<file path="config.mk">
export PLATFORM = sky130hd
export DESIGN_NAME = puf_challenge_controller
export DESIGN_NICKNAME = d
export VERILOG_FILES = /design/src/rtl/puf_challenge_controller.sv
export SDC_FILE = /design/constraint.sdc
export NUM_CORES = 1
export LEC_CHECK = 0
export ABC_AREA = 1
export BUFFER_PORTS_ARGS = -buffer_cell sky130_fd_sc_hd__buf_2
export CAP_MARGIN = 20
export CORE_MARGIN = 2
export CORE_UTILIZATION = 52
export CTS_BUF_LIST = sky130_fd_sc_hd__clkbuf_16
export CTS_CLUSTER_DIAMETER = 80
export DETAILED_ROUTE_END_ITERATION = 10
export GPL_TIMING_DRIVEN = 0
export PLACE_DENSITY = 0.76
export SKIP_LAST_GASP = 1
export SLEW_MARGIN = 10
export SYNTH_ARGS = -nofsm -noshare
export SYNTH_HDL_FRONTEND = slang
export SYNTH_SLANG_ARGS = --single-unit
</file>
<file path="constraint.sdc">
create_clock -name i_clk -period 4 [get_ports i_clk]
set_input_delay 0.6 -clock i_clk [delete_from_list [all_inputs] [get_ports i_clk]]
set_output_delay 0.6 -clock i_clk [all_outputs]
set_load 0.01 [all_outputs]
</file>
<file path="src/rtl/puf_challenge_controller.sv">
// puf_challenge_controller
// Initiator side of the ring-oscillator PUF challenge/response handshake.
// A transaction sends one challenge and waits for the PUF ready flag. It then
// either enrolls the captured response into a slot table, or verifies the
// response against the stored entry by Hamming distance.
// All outputs are registers so that nothing combinational reaches the PUF core
// or the host.
module puf_challenge_controller #(
  parameter int W         = 8,
  parameter int SLOTS     = 4,
  parameter int HD_THRESH = 2,
  parameter int TIMEOUT   = 1023,
  parameter int SW        = $clog2(SLOTS),
  parameter int HDW       = $clog2(W) + 1
) (
  input  logic           i_clk,
  input  logic           i_rst,
  input  logic           i_start,
  input  logic           i_mode,
  input  logic [SW-1:0]  i_slot,
  input  logic [W-1:0]   i_challenge,
  output logic           o_busy,
  output logic           o_done,
  output logic           o_pass,
  output logic           o_err,
  output logic [HDW-1:0] o_hd,
  output logic           o_puf_rst,
  output logic           o_puf_en,
  output logic [W-1:0]   o_puf_chall,
  input  logic [W-1:0]   i_puf_response,
  input  logic           i_puf_ready
);

  // The wait counter is fixed at 10 bits. TIMEOUT must therefore fit in it.
  localparam int CW = 10;

  typedef enum logic [2:0] {
    S_IDLE  = 3'd0,
    S_ISSUE = 3'd1,
    S_WAIT  = 3'd2,
    S_EVAL  = 3'd3,
    S_DONE  = 3'd4
  } state_t;

  state_t           r_state;
  logic             r_busy;
  logic             r_done;
  logic             r_pass;
  logic             r_err;
  logic [HDW-1:0]   r_hd;
  logic             r_puf_rst;
  logic             r_puf_en;
  logic [W-1:0]     r_puf_chall;
  logic             r_mode;
  logic [SW-1:0]    r_slot;
  logic [W-1:0]     r_resp;
  logic [CW-1:0]    r_wait_cnt;
  logic [W-1:0]     r_table [SLOTS];
  logic [SLOTS-1:0] r_valid;

  logic [W-1:0]     w_diff;
  logic [HDW-1:0]   w_hd;
  logic             w_hd_ok;
  logic             w_timeout;

  // Count the set bits of a W-bit vector. The result range is 0..W.
  function automatic logic [HDW-1:0] f_popcount(input logic [W-1:0] v);
    logic [HDW-1:0] c;
    c = '0;
    for (int i = 0; i < W; i++) begin
      c = c + HDW'(v[i]);
    end
    return c;
  endfunction

  // Compare the captured response against the stored entry of the latched slot.
  assign w_diff    = r_resp ^ r_table[r_slot];
  assign w_hd      = f_popcount(w_diff);
  assign w_hd_ok   = (w_hd <= HDW'(HD_THRESH));
  assign w_timeout = (r_wait_cnt == CW'(TIMEOUT));

  // Sequence the transaction.
  // Each output register is updated on the edge that enters the state where
  // the output is specified, so the output lines up with that state.
  always_ff @(posedge i_clk) begin
    if (i_rst) begin
      r_state     <= S_IDLE;
      r_busy      <= 1'b0;
      r_done      <= 1'b0;
      r_pass      <= 1'b0;
      r_err       <= 1'b0;
      r_hd        <= '0;
      r_puf_rst   <= 1'b0;
      r_puf_en    <= 1'b0;
      r_puf_chall <= '0;
      r_mode      <= 1'b0;
      r_slot      <= '0;
      r_resp      <= '0;
      r_wait_cnt  <= '0;
      r_valid     <= '0;
    end else begin
      r_done    <= 1'b0;
      r_puf_rst <= 1'b0;
      case (r_state)
        S_IDLE: begin
          if (i_start) begin
            r_mode      <= i_mode;
            r_slot      <= i_slot;
            r_puf_chall <= i_challenge;
            r_puf_rst   <= 1'b1;
            r_busy      <= 1'b1;
            r_pass      <= 1'b0;
            r_err       <= 1'b0;
            r_hd        <= '0;
            r_wait_cnt  <= '0;
            r_state     <= S_ISSUE;
          end else begin
            r_state <= S_IDLE;
          end
        end
        S_ISSUE: begin
          r_wait_cnt <= '0;
          r_puf_en   <= 1'b1;
          r_state    <= S_WAIT;
        end
        S_WAIT: begin
          // A response on the final wait cycle still counts; ready has priority.
          if (i_puf_ready) begin
            r_resp   <= i_puf_response;
            r_puf_en <= 1'b0;
            r_state  <= S_EVAL;
          end else if (w_timeout) begin
            r_err    <= 1'b1;
            r_pass   <= 1'b0;
            r_puf_en <= 1'b0;
            r_done   <= 1'b1;
            r_state  <= S_DONE;
          end else begin
            r_wait_cnt <= r_wait_cnt + 10'd1;
            r_state    <= S_WAIT;
          end
        end
        S_EVAL: begin
          if (!r_mode) begin
            r_table[r_slot] <= r_resp;
            r_valid[r_slot] <= 1'b1;
            r_pass          <= 1'b1;
            r_hd            <= '0;
          end else if (!r_valid[r_slot]) begin
            r_err  <= 1'b1;
            r_pass <= 1'b0;
          end else begin
            r_hd   <= w_hd;
            r_pass <= w_hd_ok;
          end
          r_done  <= 1'b1;
          r_state <= S_DONE;
        end
        S_DONE: begin
          r_busy  <= 1'b0;
          r_state <= S_IDLE;
        end
        default: begin
          r_busy   <= 1'b0;
          r_puf_en <= 1'b0;
          r_state  <= S_IDLE;
        end
      endcase
    end
  end

  assign o_busy      = r_busy;
  assign o_done      = r_done;
  assign o_pass      = r_pass;
  assign o_err       = r_err;
  assign o_hd        = r_hd;
  assign o_puf_rst   = r_puf_rst;
  assign o_puf_en    = r_puf_en;
  assign o_puf_chall = r_puf_chall;

endmodule

</file>
; Yosys cells after proc, flatten, opt, wreduce, memory -nomap -nowiden
; Memory sizes are Yosys's and may differ from the RTL's. A register that Yosys moved wholly into a read port is not among the register bits.
; Index checks and enable logic that the tools add are counted.
[word_totals]
ff_bits = 46
mem_bits_rw = 32
input_bits = 23
n_memories = 1
[op_classes]
n_addsub = 8
n_lt_le_gt_ge = 3
eq_ne = 13
mux = 41
n_bitwise = 6
n_reduce_logical = 17
[mem_list]
columns = name, depth, width, rd, rd_clocked_by_memory_dff, write_ports, line_no
row1 = r_table, 4, 8, 1, 1, 1, 58  ; logic [W-1:0] r_table [SLOTS];
[ops]
columns = cell, n
row1 = 10-bit two-way mux, 3
row2 = 10-bit case mux with 3 select lines, 1
row3 = 1-bit two-way mux, 21
row4 = 4-bit by 1-bit adder with 4-bit output, 4
row5 = 4-bit two-way mux, 3
row6 = "2-bit != test, second input constant", 6
row7 = 3-bit case mux with 4 select lines, 1
row8 = "10-bit by 1-bit adder with 10-bit output, second input constant", 1
row9 = "10-bit == test, second input constant", 1
row10 = 2-bit AND reduction, 5
row11 = 1-bit case mux with 3 select lines, 3
row12 = 4-bit case mux with 2 select lines, 1
row13 = 4-bit AND reduction, 2
row14 = 8-bit XOR, 1
row15 = "3-bit by 2-bit == test with 1-bit output, second input constant", 2
row16 = 3-bit two-way mux, 2
row17 = "3-bit != test, second input constant", 2
row18 = 6-bit AND reduction, 1
row19 = 3-bit nonzero test, 2
row20 = 3-bit OR reduction, 2
row21 = 3-bit by 1-bit adder with 4-bit output, 1
row22 = "4-bit by 2-bit less-or-equal comparator with 1-bit output, second input constant", 1
row23 = 2-bit two-way mux, 2
row24 = 1-bit inverter, 4
row25 = 15 further kinds, 16

; Logic depth before layout (Yosys ltp)
; Gate-level depths: netlist of the first run.
[logic_depth]
ltp_word = 12
mapped_depth = 17

; Least setup slack after synthesis of the first run
; OpenSTA, ideal clock, no wires.
[synth_path]
path_kind = flip-flop to flip-flop
from = register with a tool-made name
to = register r_pass, in the netlist o_pass
setup_time_ns = 0.073
arrival_time_ns = 3.784
path_slack_ns = 0.143
path_stages_with_launch = 17
period_less_slack_ns = 3.857
cell_sequence = dfxtp_1 -> clkbuf_1 -> nor2_1 -> o22ai_1 -> xor2_1 -> fa_1 -> fa_1 -> inv_1 -> fa_1 -> inv_1 -> ha_1 -> fa_1 -> xnor2_1 -> nand2_1 -> o21ai_1 -> nand2_1 -> a21oi_1
[synth_lines]
columns = element, line_no
row1 = "end signal, assigned", 154  ; r_pass <= w_hd_ok;
row2 = "end, declared", 48  ; logic r_pass;

==> results of run 1 <==
## placed cells by master (no fill, tap or decap), types with 4 or more instances in the layout
master / Yosys / routed
nand2_1: 88 / 88
nor2_1: 79 / 78
dfxtp_1: 48 / 46
buf_2: 4 / 43
edfxtp_1: 32 / 32
o21ai_0: 32 / 30
inv_1: 32 / 29
a21oi_1: 18 / 17
nand3_1: 13 / 13
nand2_2: 10 / 10
clkbuf_16: 0 / 10
xor2_1: 8 / 8
a21oi_2: 7 / 8
o22ai_1: 8 / 6
buf_4: 1 / 6
nand4_1: 6 / 6
inv_2: 3 / 4
## metal layers
layer	track usage	vias up
met1	0.272	1320
met2	0.366	53
li1	-	1486
met3	0.0445	14
met5	0	-
met4	0.101	0
## cell usage after synthesis, drive strengths merged
cell type	instances	area share
a21oi	25	0.042
a31o	1	0.0024
buf	6	0.011
clkbuf	5	0.0080
clkinv	2	0.0021
dfxtp	48	0.27
edfxtp	32	0.27
fa	4	0.022
ha	4	0.014
inv	35	0.037
nand2	98	0.11
nand3	14	0.021
nand4	6	0.010
nor2	84	0.094
nor3	3	0.0042
o21ai	33	0.046
o22ai	8	0.014
or2	1	0.0017
xnor2	3	0.0073
xor2	8	0.019
## worst paths after layout
check | from | endpoint | slack, ns | depth (start not counted)
worst min register to register | o_puf_chall[5]$_SDFFE_PP0P_ | o_puf_chall[5]$_SDFFE_PP0P_ | 0.46 | 2
worst min-delay path | o_puf_chall[5]$_SDFFE_PP0P_ | o_puf_chall[5]$_SDFFE_PP0P_ | 0.46 | 2
worst max-delay path | flop | o_pass$_SDFFE_PP0P_ | 0.16 | 16
worst max register to register | flop | o_pass$_SDFFE_PP0P_ | 0.16 | 16
## registers in the layout, indices dropped and copies added (netlist names), named ones only
register,cells
o_busy,1
o_done,1
o_err,1
o_hd,4
o_pass,1
o_puf_chall,8
o_puf_en,1
o_puf_rst,1
r_mode,1
r_resp,8
r_slot,2
r_state,3
r_table,32
r_valid,4
r_wait_cnt,10
## what timing repair did
item	in CTS	in global routing
hold buffers	0	0
endpoints found under the setup margin	3	3
pin swaps	4	10
resized for setup	13	15
buffers inserted	0	6
## stage by stage
stage	area, um^2	TNS (ns)	utilization	cells
floorplan	3590	0	-	420
global placement	3890	-0.664	0.576	540
detailed placement	3890	-0.856	0.576	540
CTS	4220	0	0.625	556
global route	4310	-0.00592	0.638	562
finish	4310	0	0.638	562
## power by group through the flow
stage	Combinational, uW	Sequential (uW)	Clock [uW]
2_1_floorplan	402	944	0
6_report	626	931	784
5_1_grt	718	937	831
4_1_cts	575	930	798
3_5_place_dp	536	945	0
3_3_place_gp	530	943	0
## cell type report
class | count | area [um^2]
sequential | 80 | 1930
buffer | 11 | 88.8
multi-input combinational | 292 | 1500
inverter | 37 | 146
tap | 80 | 100
clock inverter | 6 | 41.3
fill | 562 | 2450
timing repair buffer | 46 | 249
clock buffer | 10 | 250
## kinds of logic after synthesis
family,count (synthesis),share of synthesized area
adder cells (fa/ha/maj),8,0.0362
AND/OR/NAND/NOR,206,0.241
flip-flops,80,0.535
buffers and inverters,48,0.0574
AO/OA/AOI/OAI,67,0.104
XOR/XNOR,11,0.0268
## worst max-delay path: stages (launching register included)
cell and delay (ns):
dfxtp_4 0.42, buf_6 0.12, o21ai_1 0.06, o22ai_1 0.21, xor2_1 0.23, fa_1 0.45, fa_1 0.52, inv_2 0.05
fa_1 0.52, inv_1 0.04, ha_2 0.19, fa_2 0.37, xnor2_2 0.19, nand2_1 0.07, o21ai_1 0.13, nand2_1 0.08
a21oi_2 0.11
==> results.toml, run 1 <==
[critical_path]
required_ns = 4.27
crit_arrival_ns = 4.10
crit_path_start_kind = "flop"
critical_path_class = "flop to flop"
cp-end-kind = "flop"
critPathMaxFanout = 7

[routing]
viasPerCell = 5.11
detail_route.iter0.violations = 166
drt-met1-wl_um = 3500
drc = 0
vias = 2873
wl_met2_um = 3760
firstDrtPassIters = 6
routed_wl_um = 7680
ant_nets = 0
wire_per_inst_um = 13.7
highest_layer = "met4"
met3_length_um = 238

[power_and_ir_drop]
pwr-share-clk = 0.335
seqPwrFrac = 0.398
powerDensity_nw_per_um2 = 544
pwr-share-comb = 0.267
ir_drop_mv = 0.272
p_int_uw = 1630
swShare = 0.304
p_total_uw = 2340
leakage_uw = 0.00176
switching_power_uw = 712

[synthesis]
syn_inst = 420
yosysUniqueCellTypes = 30
ys_seq_area_frac = 0.535
mappedNetlistNets = 451
syn_area_um2 = 3590
ys_warn_count = 0
ys_seq_elements = 80
syn_area_per_cell_um2 = 8.56

[cells_and_area]
drive_gt1_frac = 0.226
areaGrowthSynthToFinish_pct = 19.8
fin_nets = 508
diodes = 0

[sta]
slew_viol_final = 0
layout_setup_ws_ns = 0.164
post-route-min-period_ns = 3.84
period_share = 0.959
whs_ns = 0.463
worst_pin_slew_ns = 0.849
setup_viol = 0
relSlewSlack = 0.432
fin_skew_ns = 0.00574
fmax_mhz = 261
finalHoldViolCount = 0

[global_routing]
overflow = 0
antenna_found_initial = 0
grt_pass1_wl_um = 12600
track_usage = 0.219
grt_pass1_vias = 2724
grt_max_degree = 15

[clock_network]
clock_sinks = 80
htree_levels = 3
cts_buffer_depth = 2
clkTransAtPathRegs_ns = 0.06
clock_latency_ns = 0.34
cts_tree = "yes"
cts_buffers = 9
cts-root-buf = "clkbuf_16"

[die]
ioPinCount = 41
die_width_um = 87.1
die_h_um = 87.1
rows = 30
start_util = 0.532
core_area_um2 = 6760
dieArea_um2 = 7590

[placement]
routabilityCongestion = 0.865
dp_hpwl_um = 5180
io_buffers = 40
dpl_worst_slack_ns = -0.381

[outcome]
outcome = "finished clean"

[run]
drv_cap = 0

[hold_path]
hp-class = "flop to flop"
No activity file was read; power rests on OpenSTA's default activity.
==> run 2, diff against run 1 <==
--- a/config.mk
+++ b/config.mk
@@ -5,7 +5,6 @@
 export SDC_FILE = /design/constraint.sdc
 export NUM_CORES = 1
 export LEC_CHECK = 0
-export ABC_AREA = 1
 export BUFFER_PORTS_ARGS = -buffer_cell sky130_fd_sc_hd__buf_2
 export CAP_MARGIN = 20
 export CORE_MARGIN = 2
@@ -14,6 +13,7 @@
 export CTS_CLUSTER_DIAMETER = 80
 export DETAILED_ROUTE_END_ITERATION = 10
 export GPL_TIMING_DRIVEN = 0
+export MAX_ROUTING_LAYER = met4
 export PLACE_DENSITY = 0.76
 export SKIP_LAST_GASP = 1
 export SLEW_MARGIN = 10
==> run 2 against run 1 <==
Compared with the run above: total power shrank 11%; count of clock-buffer cells in the layout stayed put; synthesized cell count fell by 31%; combinational power shrank 52%; die area shrank 6.5%; non-clock buffer count unchanged; highest routed layer unchanged; utilization grew 0.76 points; setup slack lost 0.15 ns; first-iteration DRC count is 42% higher; worst hold slack got worse by 0.012 ns; clock power grew 13%; critical endpoint unchanged; maximum frequency decreased by 3.8%.
==> results.toml, run 2 <==
[routing]
wl_met2_um = 3230
met3_length_um = 350
ant_nets = 0
detail_route.iter0.violations = 236
vias = 2441
wire_per_inst_um = 16.3
drc = 0
firstDrtPassIters = 4
viasPerCell = 5.73
drt-met1-wl_um = 3240
routed_wl_um = 6930
highest_layer = "met4"

[power_and_ir_drop]
ir_drop_mv = 0.353
switching_power_uw = 536
powerDensity_nw_per_um2 = 513
pwr-share-clk = 0.428
pwr-share-comb = 0.144
p_int_uw = 1540
seqPwrFrac = 0.428
leakage_uw = 0.00153
swShare = 0.258

[synthesis]
syn_area_per_cell_um2 = 11.5
mappedNetlistNets = 322
synthArstFlopShare = 0
synth_flop_cell = "dfxtp_1"
syn_area_um2 = 3350
yosys-top-cells-count = "48 x dfxtp_1, 48 x nand2_1, 32 x edfxtp_1"
ys_seq_elements = 80
syn_inst = 291
yosys-top-cells-area = "dfxtp_1 29%, edfxtp_1 29%, mux4_2 6.0%, nand2_1 5.4%, a21oi_1 4.5%"
ys_warn_count = 0
ys_seq_area_frac = 0.574
synth_edf_count = 32
synth_top_area_frac = 0.287
yosys.area.top_type = "dfxtp_1"
yosysUniqueCellTypes = 47

[cells_and_area]
finalCoreUtilization = 0.645
mostFrequentLayoutCells = "48 x nand2_1, 46 x dfxtp_1, 42 x buf_2, 32 x edfxtp_1, 30 x a21oi_1"
top_register = "r_table"
final_common_cell = "nand2_1"
areaGrowthSynthToFinish_pct = 20.9
drive_gt1_frac = 0.241
fin_nets = 375
diodes = 0
largest_reg_flops = 32
reg_top3 = "r_table (32), r_wait_cnt (10)"

[critical_path]
cp-end-kind = "flop"
required_ns = 4.21
crit_arrival_ns = 4.20
crit_path_start_kind = "flop"
critPathMaxFanout = 4
r2r_slack_ns = 0.01
critical_path_class = "flop to flop"

[sta]
period_share = 0.997
layout_setup_ws_ns = 0.0123
relSlewSlack = 0.504
setup_viol = 0
finalHoldViolCount = 0
slew_viol_final = 0
fin_skew_ns = 0.00885
rsz0062_at_grt = "yes"
worst_pin_slew_ns = 0.741
post-route-min-period_ns = 3.99
fmax_mhz = 251
tns_ns = 0

[die]
ioPinCount = 41
start_util = 0.534
rows = 29
die_width_um = 84.3
core_area_um2 = 6280
dieArea_um2 = 7100
die_h_um = 84.3

[run]
drv_cap = 0

[clock_network]
ctsHoldBuffers = 0
cts_buffers = 9
cts-root-buf = "clkbuf_16"
htree_levels = 3
cts_buffer_depth = 2
clock_sinks = 80
clkTransAtPathRegs_ns = 0.06
clock_latency_ns = 0.34
cts_tree = "yes"

[placement]
dp_hpwl_um = 4630
dpl_worst_slack_ns = -0.282
routabilityCongestion = 0.820
io_buffers = 40

[global_routing]
grt_pass1_vias = 2367
grt_max_degree = 17
antenna_found_initial = 0
track_usage = 0.215
overflow = 0
grt_pass1_wl_um = 11600

[hold_path]
hp-start = "o_puf_chall[5]$_SDFFE_PP0P_"
hp-class = "flop to flop"

[outcome]
outcome = "finished clean"
[run 2: cell count changes in the layout (fill, tap and decap cells not counted), moves of 10 or more]
cell,change
nor2_1,-71
nand2_1,-40
o21ai_0,-25
inv_1,-23
a21oi_1,+13
nand2_2,-10
[run 2: power groups by stage]
stage / registers [uW] / logic, uW / clock network (uW)
3_5_place_dp: 904 / 255 / 0
6_report: 890 / 300 / 889
4_1_cts: 889 / 294 / 898
3_3_place_gp: 902 / 249 / 0
2_1_floorplan: 904 / 178 / 0
5_1_grt: 894 / 331 / 931
[run 2: metal layers]
| metal | vias to the layer above | global-route usage |
|---|---|---|
| met4 | 0 | 0.0880 |
| met2 | 66 | 0.315 |
| met1 | 1182 | 0.293 |
| li1 | 1182 | - |
| met3 | 11 | 0.0472 |
| met5 | - | - |
[run 2: kinds of logic (layout without fill, tap and decap cells)]
group | count (synthesis) | in the layout | share of synthesized area
compound gates | 66 | 66 | 0.128
simple gates | 97 | 97 | 0.148
mux | 10 | 10 | 0.0635
buf+inv | 21 | 79 | 0.0246
fa+ha+maj | 8 | 8 | 0.0388
flops | 80 | 80 | 0.574
xor+xnor | 9 | 9 | 0.0235
[run 2: worst paths after layout]
kind / endpoint / cells after the start
setup / recovery: o_pass$_SDFFE_PP0P_ / 12
hold reg to reg: o_puf_chall[5]$_SDFFE_PP0P_ / 2
setup reg to reg: o_pass$_SDFFE_PP0P_ / 12
hold / removal: o_puf_chall[5]$_SDFFE_PP0P_ / 2
[run 2: layout make-up]
type / count / area [um^2]
buffer: 13 / 51.3
clock buffer: 10 / 250
clock inverter: 6 / 78.8
fill: 486 / 2230
inverter: 6 / 22.5
multi-input combinational: 190 / 1390
sequential: 80 / 1930
tap: 77 / 96.3
timing repair buffer: 44 / 230
[run 2: timing repair]
| item | 4_1_cts | 5_1_grt |
|---|---|---|
| pin swaps | 7 | 6 |
| resized for setup | 9 | 2 |
| endpoints found under the setup margin | 3 | 1 |
| setup buffers | 3 | 1 |
[run 2: stage by stage]
step | cell area [um^2] | hold slack, ns | power [uW] | cells
2_1_floorplan | 3350 | 0.421 | 1080 | 291
3_3_place_gp | 3650 | 0.431 | 1150 | 408
3_5_place_dp | 3650 | 0.446 | 1160 | 408
4_1_cts | 4040 | 0.455 | 2080 | 426
5_1_grt | 4050 | 0.475 | 2160 | 426
6_report | 4050 | 0.450 | 2080 | 426
[run 2: critical path: stages, from the launching register on]
cell	delay (ns)
dfxtp_4	0.38
mux4_2	0.53
xor2_2	0.18
fa_1	0.54
fa_1	0.55
inv_1	0.05
fa_1	0.49
inv_1	0.05
ha_2	0.18
fa_2	0.54
nand2_1	0.07
a41oi_2	0.20
o32ai_2	0.09
==> run 3, diff against run 2 <==
--- a/config.mk
+++ b/config.mk
@@ -5,6 +5,7 @@
 export SDC_FILE = /design/constraint.sdc
 export NUM_CORES = 1
 export LEC_CHECK = 0
+export ABC_AREA = 1
 export BUFFER_PORTS_ARGS = -buffer_cell sky130_fd_sc_hd__buf_2
 export CAP_MARGIN = 20
 export CORE_MARGIN = 2
==> run 3 against run 2 <==
Compared with the run above: sequential cell count is the same; sequential share of layout area shrank 2.8 points; clock power down 12%; die area grew 6.9%; critical path type unchanged; largest cell class unchanged.
==> results.toml, run 3 (synthesis gave the netlist of run 1 again) <==
[die]
start_util = 0.532
ioPinCount = 41
die_width_um = 87.1
dieArea_um2 = 7590
rows = 30
core_area_um2 = 6760
die_h_um = 87.1

[critical_path]
required_ns = 4.27
crit_top_cell = "fa_1"
cp-end-kind = "flop"
worst-path-stages = 16
crit_family = "adder cells"
crit_arrival_ns = 4.11
critPathMaxFanout = 7
path_cells = "buf_6 -> o21ai_1 -> o22ai_1 -> xor2_1 -> fa_1 -> fa_1 -> inv_2 -> fa_1 -> inv_1 -> ha_2 -> fa_2 -> xnor2_2 -> nand2_1 -> o21ai_1 -> nand2_1 -> a21oi_2"
crit_path_start_kind = "flop"
cp_slowest_cell = "fa_1"
r2r_cells = 16
max_stage_delay_ns = 0.52
worst-path-buf-inv = 3
critical_path_class = "flop to flop"
r2r_slack_ns = 0.16

[power_and_ir_drop]
powerDensity_nw_per_um2 = 544
p_total_uw = 2340
p_int_uw = 1630
ir_drop_mv = 0.273
seqPwrFrac = 0.398
switching_power_uw = 713
pwr-share-comb = 0.268
pwr-share-clk = 0.335
swShare = 0.304
leakage_uw = 0.00176

[outcome]
outcome = "finished clean"

[cells_and_area]
drive_gt1_frac = 0.226
final_cell_area_um2 = 4310
fin_nets = 508
final_cell_count_no_fill = 562
final_common_cell = "nand2_1"
top_register = "r_table"
largest_reg_flops = 32
finalCoreUtilization = 0.638
multi_input_comb_area_um2 = 1500
nFillCells = 562
seq_area_um2 = 1930
areaGrowthSynthToFinish_pct = 19.8
reg_top3 = "r_table (32), r_wait_cnt (10)"
mostFrequentLayoutCells = "88 x nand2_1, 78 x nor2_1, 46 x dfxtp_1, 43 x buf_2, 32 x edfxtp_1"
diodes = 0

[global_routing]
grt_max_degree = 15
overflow = 0
antenna_found_initial = 0
grt_pass1_wl_um = 12600
track_usage = 0.226
grt_pass1_vias = 2725

[clock_network]
cts-root-buf = "clkbuf_16"
clock_sinks = 80
htree_levels = 3
clock_latency_ns = 0.34
clkTransAtPathRegs_ns = 0.06
cts_buffers = 9
cts_buffer_depth = 2
ctsHoldBuffers = 0
cts_tree = "yes"

[placement]
dp.cells = 540
io_buffers = 40
place_area_um2 = 3890
dp_hpwl_um = 5180
routabilityCongestion = 0.879

[hold_path]
hold_depth = 2
hp-class = "flop to flop"
hp-start = "o_puf_chall[5]$_SDFFE_PP0P_"

[sta]
fmax_mhz = 261
setup_viol = 0
tns_ns = 0
finalHoldViolCount = 0
post-route-min-period_ns = 3.84
slew_viol_final = 0
worst_pin_slew_ns = 0.795
fin_skew_ns = 0.00862
period_share = 0.959
relSlewSlack = 0.468

[routing]
viasPerCell = 5.06
detail_route.iter0.violations = 183
ant_nets = 0
drc = 0
routed_wl_um = 7680
wire_per_inst_um = 13.7
vias = 2845
firstDrtPassIters = 5

[run]
drv_cap = 0
[run 3: area by class of cell]
| cell class | count | share of cell area |
|---|---|---|
| Sequential cell | 80 | 0.448 |
| Multi-Input combinational cell | 292 | 0.349 |
| Clock buffer | 10 | 0.0581 |
| Timing Repair Buffer | 46 | 0.0578 |
| Inverter | 37 | 0.0340 |
| Tap cell | 80 | 0.0232 |
| Buffer | 11 | 0.0206 |
| Clock inverter | 6 | 0.00958 |
[run 3: final timing paths]
| check | endpoint |
|---|---|
| setup reg to reg | o_pass$_SDFFE_PP0P_ |
| hold reg to reg | o_puf_chall[5]$_SDFFE_PP0P_ |
| setup / recovery | o_pass$_SDFFE_PP0P_ |
| hold / removal | o_puf_chall[5]$_SDFFE_PP0P_ |
[run 3: metrics by stage]
stage / setup WS (ns) / hold WS (ns)
3_3_place_gp: -0.323 / 0.439
6_report: 0.163 / 0.463
2_1_floorplan: 0.143 / 0.428
4_1_cts: 0.00925 / 0.465
5_1_grt: -0.00596 / 0.481
3_5_place_dp: -0.381 / 0.452
[run 3: worst register-to-register path, cell delays in order, from the launching register on]
cell and delay (ns):
dfxtp_4 0.42, buf_6 0.12, o21ai_1 0.06, o22ai_1 0.21
xor2_1 0.24, fa_1 0.45, fa_1 0.52, inv_2 0.05
fa_1 0.52, inv_1 0.04, ha_2 0.19, fa_2 0.37
xnor2_2 0.19, nand2_1 0.07, o21ai_1 0.13, nand2_1 0.08
a21oi_2 0.11
[run 3: power by group through the flow]
| stage | sequential, uW | clock, uW | combinational, uW |
|---|---|---|---|
| finish | 931 | 784 | 627 |
| CTS | 930 | 798 | 575 |
| global placement | 943 | 0 | 530 |
| detailed placement | 945 | 0 | 536 |
| floorplan | 944 | 0 | 402 |
| global route | 937 | 832 | 718 |
[run 3: layer usage]
| layer | vias up | share of wire | GRT usage |
|---|---|---|---|
| met4 | 0 | 0.016 | 0.113 |
| met3 | 10 | 0.033 | 0.0370 |
| met1 | 1292 | 0.45 | 0.274 |
| met5 | - | 0 | - |
| li1 | 1486 | - | - |
| met2 | 57 | 0.50 | 0.366 |
[run 3: what timing repair did]
action                                  CTS  global route
pin swaps                                 4            10
resized for setup                        13            15
buffers inserted                          0             6
endpoints found under the setup margin    3             3
